===== src/rtl/serial_addr_decoder_n.sv =====
// serial_addr_decoder_n: deserialises an LSB-first address, decodes it against a
// mask/base map into a held one-hot target select, and releases it after DATA_BITS data bits.
module serial_addr_decoder_n #(
   parameter int ADDR_W = 16,
   parameter int N_TGT = 4,
   parameter int DATA_BITS = 8,
   parameter logic [N_TGT*ADDR_W-1:0] TGT_BASE = {16'hC000, 16'h8000, 16'h4000, 16'h0000},
   parameter logic [N_TGT*ADDR_W-1:0] TGT_MASK = {16'hF000, 16'hF000, 16'hC000, 16'hF800},
   localparam int SEL_W = (N_TGT > 1) ? $clog2(N_TGT) : 1
) (
   input  logic             clk,
   input  logic             rst_n,
   input  logic             bus_data_in,
   input  logic             bus_data_in_valid,
   input  logic             bus_mode,
   output logic [N_TGT-1:0] tgt_valid,
   output logic [SEL_W-1:0] sel,
   output logic             sel_valid,
   output logic             addr_err,
   output logic             txn_done
);
   localparam int AC_W = $clog2(ADDR_W);
   localparam int DC_W = $clog2(DATA_BITS + 1);
   localparam logic [AC_W-1:0] AC_LAST = AC_W'(ADDR_W - 1);
   localparam logic [DC_W-1:0] DC_LAST = DC_W'(DATA_BITS - 1);

   typedef enum logic [1:0] {IDLE, ADDR, DATA} state_t;

   state_t           r_state, w_state_nxt;
   logic [ADDR_W-2:0] r_shift;
   logic [AC_W-1:0]  r_addr_cnt;
   logic [DC_W-1:0]  r_data_cnt;
   logic [N_TGT-1:0] r_tgt_valid, w_tgt_nxt, w_onehot;
   logic [SEL_W-1:0] r_sel, w_sel_nxt, w_idx;
   logic             r_addr_err, r_txn_done, w_err_nxt, w_done_nxt;
   logic [ADDR_W-1:0] w_addr;
   logic             w_abit, w_dbit, w_alast, w_dlast, w_abort, w_match;

   // Only the upper ADDR_W-1 bits need storing: the last bit joins them on the decode cycle.
   assign w_abit  = bus_data_in_valid & ~bus_mode;
   assign w_dbit  = bus_data_in_valid & bus_mode;
   assign w_addr  = {bus_data_in, r_shift};
   assign w_alast = w_abit && (r_addr_cnt == AC_LAST);
   assign w_dlast = w_dbit && (r_state == DATA) && (r_data_cnt == DC_LAST);
   assign w_abort = w_dbit && (r_state == ADDR);

   // Priority match: scanning downward lets the lowest matching index win.
   always_comb begin
      w_match = 1'b0;
      w_idx   = '0;
      for (int i = N_TGT - 1; i >= 0; i--)
         if ((w_addr & TGT_MASK[i*ADDR_W +: ADDR_W]) == (TGT_BASE[i*ADDR_W +: ADDR_W] & TGT_MASK[i*ADDR_W +: ADDR_W])) begin
            w_match = 1'b1;
            w_idx   = SEL_W'(i);
         end
      w_onehot = w_match ? (N_TGT'(1) << w_idx) : '0;
   end

   // FSM state register.
   always_ff @(posedge clk or negedge rst_n)
      if (!rst_n) r_state <= IDLE;
      else        r_state <= w_state_nxt;

   // FSM next state: an aborted partial address falls back to whatever selection is still held.
   always_comb begin
      w_state_nxt = r_state;
      if (w_alast)      w_state_nxt = w_match ? DATA : IDLE;
      else if (w_abit)  w_state_nxt = ADDR;
      else if (w_abort) w_state_nxt = (|r_tgt_valid) ? DATA : IDLE;
      else if (w_dlast) w_state_nxt = IDLE;
   end

   // FSM outputs: next values of the registered selection and the one-cycle pulses.
   always_comb begin
      w_tgt_nxt  = w_alast ? w_onehot : w_dlast ? '0 : r_tgt_valid;
      w_sel_nxt  = w_alast ? w_idx : w_dlast ? '0 : r_sel;
      w_err_nxt  = w_alast & ~w_match;
      w_done_nxt = w_dlast;
   end

   // Registered outputs, shift register and bit counters.
   always_ff @(posedge clk or negedge rst_n)
      if (!rst_n) begin
         r_tgt_valid <= '0;
         r_sel       <= '0;
         r_addr_err  <= 1'b0;
         r_txn_done  <= 1'b0;
         r_shift     <= '0;
         r_addr_cnt  <= '0;
         r_data_cnt  <= '0;
      end else begin
         r_tgt_valid <= w_tgt_nxt;
         r_sel       <= w_sel_nxt;
         r_addr_err  <= w_err_nxt;
         r_txn_done  <= w_done_nxt;
         if (w_abit) r_shift <= w_addr[ADDR_W-1:1];
         if (w_abit)       r_addr_cnt <= w_alast ? '0 : r_addr_cnt + 1'b1;
         else if (w_abort) r_addr_cnt <= '0;
         if ((w_abit && r_state != ADDR) || w_alast || w_dlast) r_data_cnt <= '0;
         else if (w_dbit && r_state == DATA)                     r_data_cnt <= r_data_cnt + 1'b1;
      end

   assign tgt_valid = r_tgt_valid;
   assign sel       = r_sel;
   assign sel_valid = |r_tgt_valid;
   assign addr_err  = r_addr_err;
   assign txn_done  = r_txn_done;
endmodule


===== config.mk =====
export PLATFORM = sky130hd
export DESIGN_NAME = serial_addr_decoder_n
export DESIGN_NICKNAME = d
export VERILOG_FILES = /design/src/rtl/serial_addr_decoder_n.sv
export SDC_FILE = /design/constraint.sdc
export NUM_CORES = 1
export LEC_CHECK = 0
export CAP_MARGIN = 10
export CORE_MARGIN = 2
export CORE_UTILIZATION = 47
export CTS_CLUSTER_SIZE = 14
export DETAILED_ROUTE_END_ITERATION = 10
export PLACE_DENSITY_LB_ADDON = 0.25
export SLEW_MARGIN = 25
export SYNTH_ARGS = -nofsm -noshare
export SYNTH_HDL_FRONTEND = slang
export SYNTH_SLANG_ARGS = --single-unit

===== constraint.sdc =====
create_clock -name clk -period 1.5 [get_ports clk]
set_clock_uncertainty 0.05 [all_clocks]
set_input_delay 0.3 -clock clk [delete_from_list [all_inputs] [get_ports clk]]
set_output_delay 0.3 -clock clk [all_outputs]
set_load 0.01 [all_outputs]

# Word-level counts from Yosys, hierarchy flattened

Cells that the tools add are included.

Div/mod/pow operators: 0
Equality and inequality tests: 8
$lt $le $gt $ge: 0
Reductions and logical operators: 13
Bitwise logic cells: 5
Multipliers: 0
Shifts and indexed selects: 1
Add/sub/neg operators: 2
Muxes and demuxes: 23

Operators with widths:

| operator            | count |
|---|---|
| $mux 4              | 8 |
| $mux 2              | 11 |
| $logic_not 16->1    | 1 |
| $eq 4x4->1 const B  | 3 |
| $add 4x1->4 const B | 2 |
| $reduce_bool 2->1   | 3 |
| $logic_and 1x1->1   | 5 |
| $eq 2x1->1 const B  | 2 |
| $eq 4x3->1 const B  | 1 |
| $mux 1              | 4 |
| $reduce_bool 4->1   | 1 |
| $reduce_or 4->1     | 1 |
| $shl 1x2->4 const A | 1 |
| $and 1x1->1         | 3 |
| $eq 2x2->1 const B  | 1 |
| $logic_or 1x1->1    | 2 |
| $ne 2x1->1 const B  | 1 |
| $not 1->1           | 2 |

Bits in latches: 0
Flip-flop bits (word level): 33
Bits in writable memories: 0
Logic and storage cells: 60
Output and inout bits: 9
ROM bits: 0
Memories: 0
Input port bits: 5

# Depth between registers and ports, before layout

Word-level depth: 8
Depth in mapped cells: 6
Gate-level depth less buffers: 6

# Worst setup path before layout

No wires, ideal clock.

Path type: register -> register
Start point: reg r_addr_cnt[0]
End point: reg r_tgt_valid[2], in the netlist tgt_valid[2]
Arrival time: 1.347 ns
Library setup time: 0.066 ns
Setup slack: 0.037 ns
Required time: 1.384 ns
Path buffers: 0
Clock period less this slack: 1.463 ns
Stages on the path, launching flop included: 6
Cells stage by stage: dfrtp_1 ha_1 nand3_1 or2_4 nor4b_4 a22o_1

Word-level cells in the longest chain between the ends: 3
Elaborated cells on any way between the ends: 4
Classes of those cells: eq/ne: 1; mux: 1; reduce/logical: 2

Ends and longest elaborated chain:

| what                                               | RTL line | source |
|---|---|---|
| from (decl)                                        | 31       | `logic [AC_W-1:0] r_addr_cnt;` |
| from (signal assigned)                             | 97       | `if (w_abit) r_addr_cnt <= w_alast ? '0 : r_addr_cnt + 1'b1;` |
| $eq 4x4->1 *                                       | 43       | `assign w_alast = w_abit && (r_addr_cnt == AC_LAST);` |
| $logic_and 1x1->1 *                                | 43       |  |
| $mux 4 / $reduce_bool 2->1 (equally long branches) | n/a      |  |
| to (signal assigned)                               | 92       | `r_tgt_valid <= w_tgt_nxt;` |
| to (decl)                                          | 33       | `logic [N_TGT-1:0] r_tgt_valid, w_tgt_nxt, w_onehot;` |

Mark *: on every way between the ends. The rest lies on a longest branch, timed or not.
A chain may end at the register's enable or synchronous reset.

# Final worst setup path

Start point: reg r_tgt_valid[1], in the netlist tgt_valid[1]
End point: out sel_valid

Word-level cells in the longest chain between the ends: 1

Ends and longest elaborated chain:

| what            | RTL line | source |
|---|---|---|
| $reduce_or 4->1 | 105      | `assign sel_valid = \|r_tgt_valid;` |
| to (decl)       | 18       | `output logic sel_valid,` |

Every way passes these cells.

==> insert_results.sql <==
INSERT INTO impl_metrics (metric_group, metric, value, unit) VALUES
('final_layout', 'final-instance-count-excl-fill', '166', ''),
('cts', 'clock_insertion_delay_worst_skew', '0.31', 'ns'),
('final_layout', 'final_layout_size_suffix_gt1_frac', '0.331', ''),
('drt', 'detail_route.drc_violations', '0', ''),
('cts', 'clkSlewWorstSetupHoldPaths', '0.12', 'ns'),
('floorplanning', 'number_of_standard_cell_rows_in_the_floorplan', '16', ''),
('logic_synthesis', 'synth_async_sr_flop_share', '1.00', ''),
('logic_synthesis', 'synth.net_count', '103', ''),
('cts', 'clock_tree.buffer_depth', '2', ''),
('cts', 'htree_num_levels', '1', ''),
('grt', 'grt_util_all_layers', '0.196', ''),
('timing', 'grt_setup_unrepaired', 'yes', ''),
('logic_synthesis', 'top_area_cell_type_share_of_the_netlist_area', '0.547', ''),
('status', 'violated_checks', 'setup timing', ''),
('timing', 'finalCriticalPeriod', '1.74', 'ns'),
('floorplanning', 'die-area', '2530', 'µm²'),
('logic_synthesis', 'post-synth-top-area-cell', 'sky130_fd_sc_hd__dfrtp_1', ''),
('placed_design', 'dp_cells', '156', ''),
('final_layout', 'synthToLayoutAreaGrowth', '41.9', '%'),
('critical_path', 'reg2reg_depth', '6', ''),
('critical_path', 'crit_arrival', '1.39', 'ns'),
('logic_synthesis', 'ys_warn_count', '0', ''),
('pwr', 'power.static_leakage', '0.000727', 'µW'),
('floorplanning', 'die_w', '50.3', 'µm'),
('final_layout', 'antennaDiodeCount', '0', ''),
('timing', 'maxClockFrequency', '575', 'MHz'),
('floorplanning', 'core_ar', '1980', 'µm²'),
('status', 'status', 'finished, violations left', ''),
('grt', 'grt.overflow.total', '0', ''),
('floorplanning', 'floorplan.io_pins', '14', ''),
('logic_synthesis', 'synth_flop_cell', 'sky130_fd_sc_hd__dfrtp_1', ''),
('cts', 'numCtsBuffers', '3', ''),
('pwr', 'powerDensity', '871', 'nW/µm²'),
('grt', 'grt_first_pass_wirelength', '3.81', 'mm'),
('final_layout', 'area.sequential', '551', 'µm²'),
('pwr', 'ir_drop', '0.809', 'mV'),
('final_layout', 'multiInputGateArea', '462', 'µm²'),
('cts', 'cts_sinks', '22', ''),
('cts', 'cts-hold-fix-buffers', '0', ''),
('final_layout', 'nets', '147', ''),
('logic_synthesis', 'synth_cell_types', '30', ''),
('critical_path', 'crit_fanout', '2', ''),
('logic_synthesis', 'syn-mean-instance-area', '10.5', 'µm²'),
('timing', 'final_hold_fails', '0', ''),
('drt', 'drt_wl_total', '2.13', 'mm'),
('grt', 'grt_start_max_net_pins', '23', ''),
('critical_path', 'worstPathRequired', '1.15', 'ns'),
('drt', 'detail_route.wl_per_cell', '12.9', 'µm'),
('placed_design', 'dpl_cell_area', '1320', 'µm²'),
('placed_design', 'place_hpwl', '1.53', 'mm'),
('floorplanning', 'initial_standard_cell_utilization_of_the_core', '0.508', ''),
('job', 'drv_cap', '0', ''),
('floorplanning', 'die_h', '50.3', 'µm'),
('timing', 'setup_viol', '2', ''),
('grt', 'initial_antenna_violation_count', '0', ''),
('logic_synthesis', 'netlist_top_cells_area', 'sky130_fd_sc_hd__dfrtp_1, sky130_fd_sc_hd__nand2_1, sky130_fd_sc_hd__a22o_1, sky130_fd_sc_hd__o21ai_0, sky130_fd_sc_hd__nor2_1', ''),
('cts', 'cts_root_buf', 'sky130_fd_sc_hd__clkbuf_4', ''),
('logic_synthesis', 'yosysSeqAreaShare', '0.547', ''),
('critical_path', 'worstSetupPathType', 'flop to primary output', ''),
('timing', 'tightest_slew', '0.335', 'ns'),
('drt', 'drt_iter0_drc', '12', ''),
('drt', 'firstDrtPassIters', '4', ''),
('grt', 'vias_in_the_first_global_route', '898', ''),
('final_layout', 'finish.instance_area', '1430', 'µm²'),
('critical_path', 'worst_setup_path_start_kind', 'flop', ''),
('logic_synthesis', 'syn_inst', '96', ''),
('worst_hold_path', 'min-delay-path-class', 'input pin to async pin', ''),
('logic_synthesis', 'synth_edf_count', '0', ''),
('timing', 'layout_setup_ws', '-0.240', 'ns'),
('drt', 'detail_route.vias_per_cell', '5.22', ''),
('critical_path', 'critPathCaptureType', 'primary output', ''),
('drt', 'via_count', '867', ''),
('timing', 'maxSlewViolCount', '0', ''),
('cts', 'cts_tree', 'yes', ''),
('final_layout', 'final_core_util', '0.720', ''),
('logic_synthesis', 'mappedNetlistArea', '1010', 'µm²'),
('final_layout', 'fillers', '135', ''),
('timing', 'layout_worst_path_cycle_share', '1.16', ''),
('placed_design', 'finalWeightedCongestion', '0.728', ''),
('logic_synthesis', 'flip_flop_and_latch_count_after_synthesis', '22', ''),
('placed_design', 'port_buffers', '13', ''),
('drt', 'post_detailed_route_count_of_antenna_violating_nets', '0', ''),
('timing', 'max_slew_margin', '0.776', '');
-- stage by stage --
stage	hold slack, ns	total power (µW)	TNS (ns)	setup WS, ns
final	0.274	1240	-0.245	-0.240
after global routing	0.299	1310	-0.709	-0.301
after detailed placement	0.417	915	-5.91	-0.450
after global placement	0.415	903	-4.51	-0.366
after floorplan	-0.0456	793	0	0.0371
after CTS	0.280	1240	-0.244	-0.244
-- cells by family (layout without fill, tap and decap cells) --
logic type | Yosys count | in the layout | synth area share
flip-flops | 22 | 22 | 0.547
buffers and inverters | 4 | 47 | 0.0224
AND/OR/NAND/NOR | 44 | 44 | 0.236
AO/OA/AOI/OAI | 21 | 21 | 0.143
XOR/XNOR | 3 | 3 | 0.0261
adder cells (fa/ha/maj) | 2 | 2 | 0.0249
-- final cells by class --
class,instances,share of cell area
clock buffer,4,0.0254
inverter,3,0.00964
multi-input combinational,70,0.323
sequential,22,0.386
tap,27,0.0237
timing repair buffer,40,0.232
-- cell usage in the layout, fill, tap and decap left out, types with 2 or more instances in the layout --
cell type	synthesis	final
sky130_fd_sc_hd__clkbuf_4	0	3
sky130_fd_sc_hd__clkdlybuf4s15_1	0	3
sky130_fd_sc_hd__inv_1	2	2
sky130_fd_sc_hd__xor2_1	2	2
sky130_fd_sc_hd__dfrtp_1	22	22
sky130_fd_sc_hd__nand3_2	0	2
sky130_fd_sc_hd__buf_4	0	26
sky130_fd_sc_hd__nand2_1	18	17
sky130_fd_sc_hd__clkdlybuf4s50_1	0	2
sky130_fd_sc_hd__nor2_1	7	7
sky130_fd_sc_hd__ha_2	0	2
sky130_fd_sc_hd__dlygate4sd2_1	0	6
sky130_fd_sc_hd__buf_6	1	3
sky130_fd_sc_hd__nor3_1	2	2
sky130_fd_sc_hd__nand3_1	4	2
sky130_fd_sc_hd__nor2b_1	3	2
sky130_fd_sc_hd__a22o_1	5	5
sky130_fd_sc_hd__a21oi_1	2	2
sky130_fd_sc_hd__nand4_1	2	2
sky130_fd_sc_hd__o21ai_0	8	7
-- cells in the mapped netlist (all sizes together) (2+ instances only) --
cell,n
nand4,2
xor2,2
inv,3
nor2b,3
nor2,8
a21oi,2
nand2,18
o21ai,8
a21o,2
dfrtp,22
a22o,5
nand3,4
ha,2
nor3,2
-- registers in the layout (all words and copies together) (netlist names) --
| signal | cells |
|---|---|
| r_shift | 4 |
| r_addr_cnt | 4 |
| tgt_valid | 4 |
| sel | 2 |
| r_state | 2 |
| r_data_cnt | 4 |
| addr_err | 1 |
| txn_done | 1 |
-- per-layer routing --
metal,GRT usage,part of all wire
met3,0.0357,0.028
met5,0,0
met4,0.0648,0.011
met2,0.338,0.51
met1,0.247,0.45
-- critical path, cell delays in order, from the launching register on --
cell                      delay, ns
sky130_fd_sc_hd__dfrtp_1       0.40
sky130_fd_sc_hd__or4_4         0.54
sky130_fd_sc_hd__buf_6         0.14
-- final timing paths --
path                                 end  slack, ns     startpoint
setup / recovery               sel_valid      -0.24   tgt_valid[1]
setup reg to reg            tgt_valid[0]      -0.01  r_data_cnt[1]
hold reg to reg            r_addr_cnt[3]       0.46  r_addr_cnt[3]
hold / removal             r_data_cnt[2]       0.27          rst_n
min in group clk           r_addr_cnt[3]       0.46  r_addr_cnt[3]
max in group asynchronous    r_shift[13]       0.90          rst_n
-- report_power, final --
part / internal (µW) / leakage (µW) / total [µW] / switching (µW)
Combinational: 120 / 0.000411 / 226 / 106
Sequential: 640 / 0.000296 / 689 / 48.9
Clock: 148 / 0.0000210 / 329 / 181
-- repair_timing --
action	4_1_cts	5_1_grt
setup endpoints to repair	19	18
buffers inserted	3	3
pin swaps	7	4
gates resized for setup	22	11
Note: power is estimated with default switching activity, not from simulation.
